--- src/rtl/self_ship_control.sv ---
// Player-ship sequencer: once per frame tick it samples the buttons and, if
// anything was pressed, erases the 5x5 sprite, loads the new clamped x and
// redraws it. Drives the ship datapath and the VGA write strobe.
//
//   state  | meaning
//   -------+-----------------------------------------------------------
//   LOAD   | one-cycle x/y load strobe into the datapath
//   DRAW   | 25 pixel writes of the sprite (op 0 draw, op 2 fire)
//   WAIT   | idle until frame tick; buttons sampled on the terminal cycle
//   ERASE  | 25 pixel writes erasing the sprite at the old x
module self_ship_control #(
    parameter int X_START     = 80,
    parameter int X_MIN       = 0,
    parameter int X_MAX       = 155,
    parameter int STEP        = 1,
    parameter int FRAME_TICKS = 833333
) (
    input  logic       clk,
    input  logic       reset,
    input  logic       go_left,
    input  logic       go_right,
    input  logic       fire_btn,
    output logic [7:0] x_in,
    output logic [1:0] op_in,
    output logic       enable,
    output logic       load,
    output logic       plot,
    output logic       shot,
    output logic [7:0] shot_x,
    output logic       busy
);

    localparam int             FW         = $clog2(FRAME_TICKS);
    localparam logic [FW-1:0]  FRAME_LAST = FW'(FRAME_TICKS - 1);
    localparam logic [4:0]     PIX_LAST   = 5'd24;
    localparam logic [8:0]     STEP9      = 9'(STEP);
    localparam logic [8:0]     MIN9       = 9'(X_MIN);
    localparam logic [8:0]     MAX9       = 9'(X_MAX);
    localparam logic [7:0]     X_MIN8     = 8'(X_MIN);
    localparam logic [7:0]     X_MAX8     = 8'(X_MAX);
    localparam logic [7:0]     X_START8   = 8'(X_START);

    localparam logic [1:0]     OP_DRAW    = 2'd0;
    localparam logic [1:0]     OP_ERASE   = 2'd1;
    localparam logic [1:0]     OP_FIRE    = 2'd2;

    typedef enum logic [1:0] {
        S_LOAD,
        S_DRAW,
        S_WAIT,
        S_ERASE
    } state_t;

    state_t          state;
    state_t          state_nxt;
    logic [7:0]      x_pos;
    logic [7:0]      x_nxt_r;
    logic [7:0]      x_nxt;
    logic [4:0]      pix_cnt;
    logic [FW-1:0]   frame_cnt;
    logic            fire_r;
    logic            load_i;

    logic            frame_tc;
    logic            pix_last;
    logic            mv_l;
    logic            mv_r;
    logic            trig;
    logic [8:0]      x_ext;

    assign frame_tc = (state == S_WAIT) && (frame_cnt == FRAME_LAST);
    assign pix_last = (pix_cnt == PIX_LAST);
    assign mv_l     = go_left & ~go_right;
    assign mv_r     = go_right & ~go_left;
    assign trig     = mv_l | mv_r | fire_btn;
    assign x_ext    = {1'b0, x_pos};

    // Next x, clamped in 9-bit arithmetic so neither edge can wrap
    always_comb begin
        x_nxt = x_pos;
        if (mv_l) begin
            x_nxt = (x_ext < MIN9 + STEP9) ? X_MIN8 : 8'(x_ext - STEP9);
        end else if (mv_r) begin
            x_nxt = (x_ext + STEP9 > MAX9) ? X_MAX8 : 8'(x_ext + STEP9);
        end
    end

    // State register
    always_ff @(posedge clk or posedge reset) begin
        if (reset) begin
            state <= S_LOAD;
        end else begin
            state <= state_nxt;
        end
    end

    // Next-state and datapath control decode
    always_comb begin
        state_nxt = state;
        enable    = 1'b0;
        load_i    = 1'b0;
        op_in     = OP_ERASE;
        case (state)
            S_LOAD: begin
                load_i    = 1'b1;
                state_nxt = S_DRAW;
            end
            S_DRAW: begin
                enable = 1'b1;
                op_in  = fire_r ? OP_FIRE : OP_DRAW;
                if (pix_last) begin
                    state_nxt = S_WAIT;
                end
            end
            S_WAIT: begin
                if (frame_tc && trig) begin
                    state_nxt = S_ERASE;
                end
            end
            S_ERASE: begin
                enable = 1'b1;
                if (pix_last) begin
                    state_nxt = S_LOAD;
                end
            end
            default: state_nxt = S_LOAD;
        endcase
    end

    // Load is masked while reset is held so the datapath sees no strobe
    // until the post-reset LOAD cycle actually runs.
    assign load   = load_i & ~reset;
    assign plot   = enable;
    assign busy   = (state != S_WAIT);
    assign shot   = (state == S_DRAW) && (pix_cnt == 5'd0) && fire_r;
    assign x_in   = x_pos;
    assign shot_x = x_pos + 8'd2;

    // Pixel counter: 25 enables per sprite pass, back at 0 on exit
    always_ff @(posedge clk or posedge reset) begin
        if (reset) begin
            pix_cnt <= 5'd0;
        end else if ((state == S_DRAW) || (state == S_ERASE)) begin
            pix_cnt <= pix_last ? 5'd0 : pix_cnt + 5'd1;
        end else begin
            pix_cnt <= 5'd0;
        end
    end

    // Frame-tick timer, only runs while idle in WAIT
    always_ff @(posedge clk or posedge reset) begin
        if (reset) begin
            frame_cnt <= '0;
        end else if (state == S_WAIT) begin
            frame_cnt <= frame_tc ? '0 : frame_cnt + 1'b1;
        end else begin
            frame_cnt <= '0;
        end
    end

    // Ship position and fire latch; x commits at the end of the erase pass
    always_ff @(posedge clk or posedge reset) begin
        if (reset) begin
            x_pos   <= X_START8;
            x_nxt_r <= X_START8;
            fire_r  <= 1'b0;
        end else begin
            if (frame_tc && trig) begin
                fire_r  <= fire_btn;
                x_nxt_r <= x_nxt;
            end else if ((state == S_DRAW) && pix_last) begin
                fire_r  <= 1'b0;
            end
            if ((state == S_ERASE) && pix_last) begin
                x_pos <= x_nxt_r;
            end
        end
    end

endmodule
--- config.mk ---
export PLATFORM = sky130hd
export DESIGN_NAME = self_ship_control
export DESIGN_NICKNAME = d
export VERILOG_FILES = /design/src/rtl/self_ship_control.sv
export SDC_FILE = /design/constraint.sdc
export NUM_CORES = 1
export LEC_CHECK = 0
export CELL_PAD_IN_SITES_DETAIL_PLACEMENT = 1
export CELL_PAD_IN_SITES_GLOBAL_PLACEMENT = 1
export CORE_ASPECT_RATIO = 0.7
export CORE_MARGIN = 10
export CORE_UTILIZATION = 40
export CTS_BUF_LIST = sky130_fd_sc_hd__clkbuf_16
export CTS_CLUSTER_DIAMETER = 60
export DETAILED_ROUTE_END_ITERATION = 6
export PLACE_DENSITY = 0.79
export SYNTH_ARGS = -nofsm -noshare
export SYNTH_HDL_FRONTEND = slang
export SYNTH_SLANG_ARGS = --single-unit
export TNS_END_PERCENT = 5
--- constraint.sdc ---
create_clock -name clk -period 2.4 [get_ports clk]
set_input_delay 0.24 -clock clk [delete_from_list [all_inputs] [get_ports clk]]
set_output_delay 0.24 -clock clk [all_outputs]
set_load 0.05 [all_outputs]
==> flow_metrics.env <==
export IMPL_worstMarginPinSlew_ps=580
export IMPL_synth_nets=327
export IMPL_cp_num_buf_inv=1
export IMPL_met2_length_mm=3.31
export IMPL_fin_ws_ps=90.4
export IMPL_dr_pass1_iters=4
export IMPL_die_area_sq_um=10800
export IMPL_fin_nets=369
export IMPL_post_place_ws_ps=-5.86
export IMPL_p_leak_nw=1.59
export IMPL_ys_types=56
export IMPL_cts_setup_buffers=0
export IMPL_mostFrequentLayoutCell="nor2_1"
export IMPL_hold_viol=0
export IMPL_ys_seq_area_share_pct=39.5
export IMPL_n_antenna_cell=0
export IMPL_antenna_left=0
export IMPL_slowest_delay_ps=520
export IMPL_track_usage_pct=14.4
export IMPL_vias_per_cell=5.28
export IMPL_setup_tns_ps=0
export IMPL_vias=2340
export IMPL_yosysWarnings=0
export IMPL_worstSetupPathType="flop to flop"
export IMPL_grt_max_degree=45
export IMPL_num_fill_cells=799
export IMPL_crit_family="compound AO/OA/AOI/OAI gates"
export IMPL_final_seq_area_sq_um=1110
export IMPL_synthFlopType="dfrtp_1"
export IMPL_period_minus_slack_ps=2310
export IMPL_grt_pass1_vias=2483
export IMPL_fin_crit_sh_pct=96.2
export IMPL_final_max_slew_viol_count=0
export IMPL_cts_made_buffers=5
export IMPL_hpwl_mm=5.90
export IMPL_clkLatencyLatePin_ps=280
export IMPL_syn_cell_area_sq_um=2800
export IMPL_slew_limit_headroom_pct=61.0
export IMPL_h_tree_depth=2
export IMPL_post_drt_wl_per_cell_um=17.3
export IMPL_drt_iter0_markers=100
export IMPL_syn_area_per_cell_sq_um=9.16
export IMPL_max_freq_mhz=433
export IMPL_synthCells=306
export IMPL_drcViolationCount=0
export IMPL_path_clk_slew_ps=60
export IMPL_root_buffer="clkbuf_16"
export IMPL_ys_async_sr_fraction_pct=100
export IMPL_p_per_area_nw_per_um2=422
export IMPL_wl_met1_mm=4.00
export IMPL_totalWireLength_mm=7.68
export IMPL_critPathSlowestCell="dfrtp_4"
export IMPL_grt_pass1_wl_mm=12.8
export IMPL_start_util_pct=41.3
export IMPL_crit_arrival_ps=2500
export IMPL_core_sq_um=6790
export IMPL_crit_chain="ha_1 -> buf_4 -> nand4_1 -> xor2_1 -> nand3_1 -> o21ai_0 -> a221oi_2 -> o21ai_0"
export IMPL_die_w_um=120
export IMPL_antenna_found_initial=0
export IMPL_worstPathMaxFanout=6
export IMPL_crit_top_cell="o21ai_0"
export IMPL_rsz0062_at_grt="yes"
export IMPL_cts_path_max_buffers=2
export IMPL_synth_edf_count=0
export IMPL_fp_dieH_um=90.0
export IMPL_cts_tree="done"
export IMPL_port_buffers=27
export IMPL_clock_sinks=44
export IMPL_final_cell_mix="46 x nor2_1, 38 x dfrtp_1, 26 x nand2_1"
export IMPL_grt_overflow_total=0
export IMPL_ir_drop_mv=0.284
export IMPL_hold_worst_slack_ps=437
export IMPL_required_ps=2590
export IMPL_globalplace_congestion=0.836
export IMPL_ys_ff_latch=44
export IMPL_row_count=25
export IMPL_max_cap_viol_count=0
export IMPL_outcome="completed"
export IMPL_hold_path_class="input pin to async pin"
export IMPL_highest_layer="met4"
export IMPL_end_kind="flop"
export IMPL_startpoint_type="flop"
export IMPL_multi_input_area_sq_um=1580
export IMPL_cts_hold_buffers=0
export IMPL_syn2layout_area_growth_pct=22.6
export IMPL_layout_drive_gt1_share_pct=16.9
export IMPL_setup_viol=0
export IMPL_fin_worst_skew_ps=6.29
export IMPL_ios=28
export IMPL_met3_length_um=261
==> synth_stat cells, drive strengths merged, types with 2 or more instances <==
cell type / instances / share of area (%)
nor2b: 5 / 1.1
nand2b: 3 / 0.67
or2: 2 / 0.45
and3: 5 / 1.1
o21ai: 10 / 1.8
nor3: 5 / 1.1
dfrtp: 40 / 36
clkbuf: 5 / 0.71
a21oi: 2 / 0.36
nand2: 26 / 3.5
inv: 19 / 2.5
nor4: 4 / 0.89
mux2: 12 / 4.8
a211oi: 3 / 0.80
xor2: 16 / 5.0
xnor2: 18 / 5.6
and2: 5 / 1.1
nand4b: 2 / 0.63
nand4: 6 / 1.6
dfstp: 4 / 3.8
or4: 3 / 0.80
or3: 3 / 0.67
a31oi: 2 / 0.45
nand3: 15 / 2.7
nor2: 46 / 6.2
ha: 16 / 7.1
buf: 7 / 1.6
mux2i: 3 / 1.1
==> tightest hold or removal path, delay by kind of cell <==
family	cells	cell delay [ps]
buf+inv	3	950
==> flip-flops by register name, indices dropped and copies added (netlist names) <==
signal and flops:
frame_cnt 20, x_in 8, x_nxt_r 8, pix_cnt 5, state 2, fire_r 1
==> power breakdown <==
group | switching [mW] | internal (mW)
clock | 0.273 | 0.375
sequential | 0 | 0.742
combinational | 0.0394 | 0.0203
total | 0.312 | 1.14
==> final timing paths <==
path / from / to / slack, ps / depth (start not counted)
worst max-delay path: x_in[1] / x_nxt_r[2] / 90 / 8
worst min-delay path: reset / fire_r / 440 / 3
worst max register to register: x_in[1] / x_nxt_r[2] / 90 / 8
worst min register to register: pix_cnt[0] / pix_cnt[0] / 490 / 1
max in group asynchronous: reset / x_in[1] / 1530 / 3
min in group clk: pix_cnt[0] / pix_cnt[0] / 490 / 1
==> metal layers <==
layer / GRT usage (%) / up-vias
li1: - / 1128
met4: 3.91 / 0
met3: 3.31 / 13
met5: 0 / -
met2: 21.0 / 40
met1: 20.5 / 1159
==> cell families (layout without fill, tap and decap cells) <==
group	after synthesis	in the layout	share of synthesized area (%)
AND/OR/NAND/NOR	136	136	24.3
flip-flops	44	44	39.5
adder cells (fa/ha/maj)	16	16	7.15
multiplexers	15	15	5.90
AO/OA/AOI/OAI	30	30	7.68
XOR/XNOR	34	34	10.6
buffers and inverters	31	74	4.87
==> timing repair <==
| item | CTS | global route |
|---|---|---|
| pin swaps | 1 | 2 |
| resized for setup | 0 | 9 |
| setup endpoints to repair | 1 | 9 |
==> layout make-up <==
class,instances,share of cell area (%)
clock buffer,5,3.64
clock inverter,3,0.328
inverter,19,2.18
multi-input combinational,231,46.0
sequential,44,32.3
timing repair buffer,47,12.1
tap,94,3.42
==> through the flow <==
step	utilization [%]	power [mW]	std cells	area, sq um
2_1_floorplan	-	0.789	306	2810
3_3_place_gp	48.2	0.814	435	3270
3_5_place_dp	48.2	0.815	435	3270
4_1_cts	50.2	1.46	443	3410
5_1_grt	50.6	1.50	443	3440
6_report	50.6	1.45	443	3440
Power figures use the tool's default switching activity.
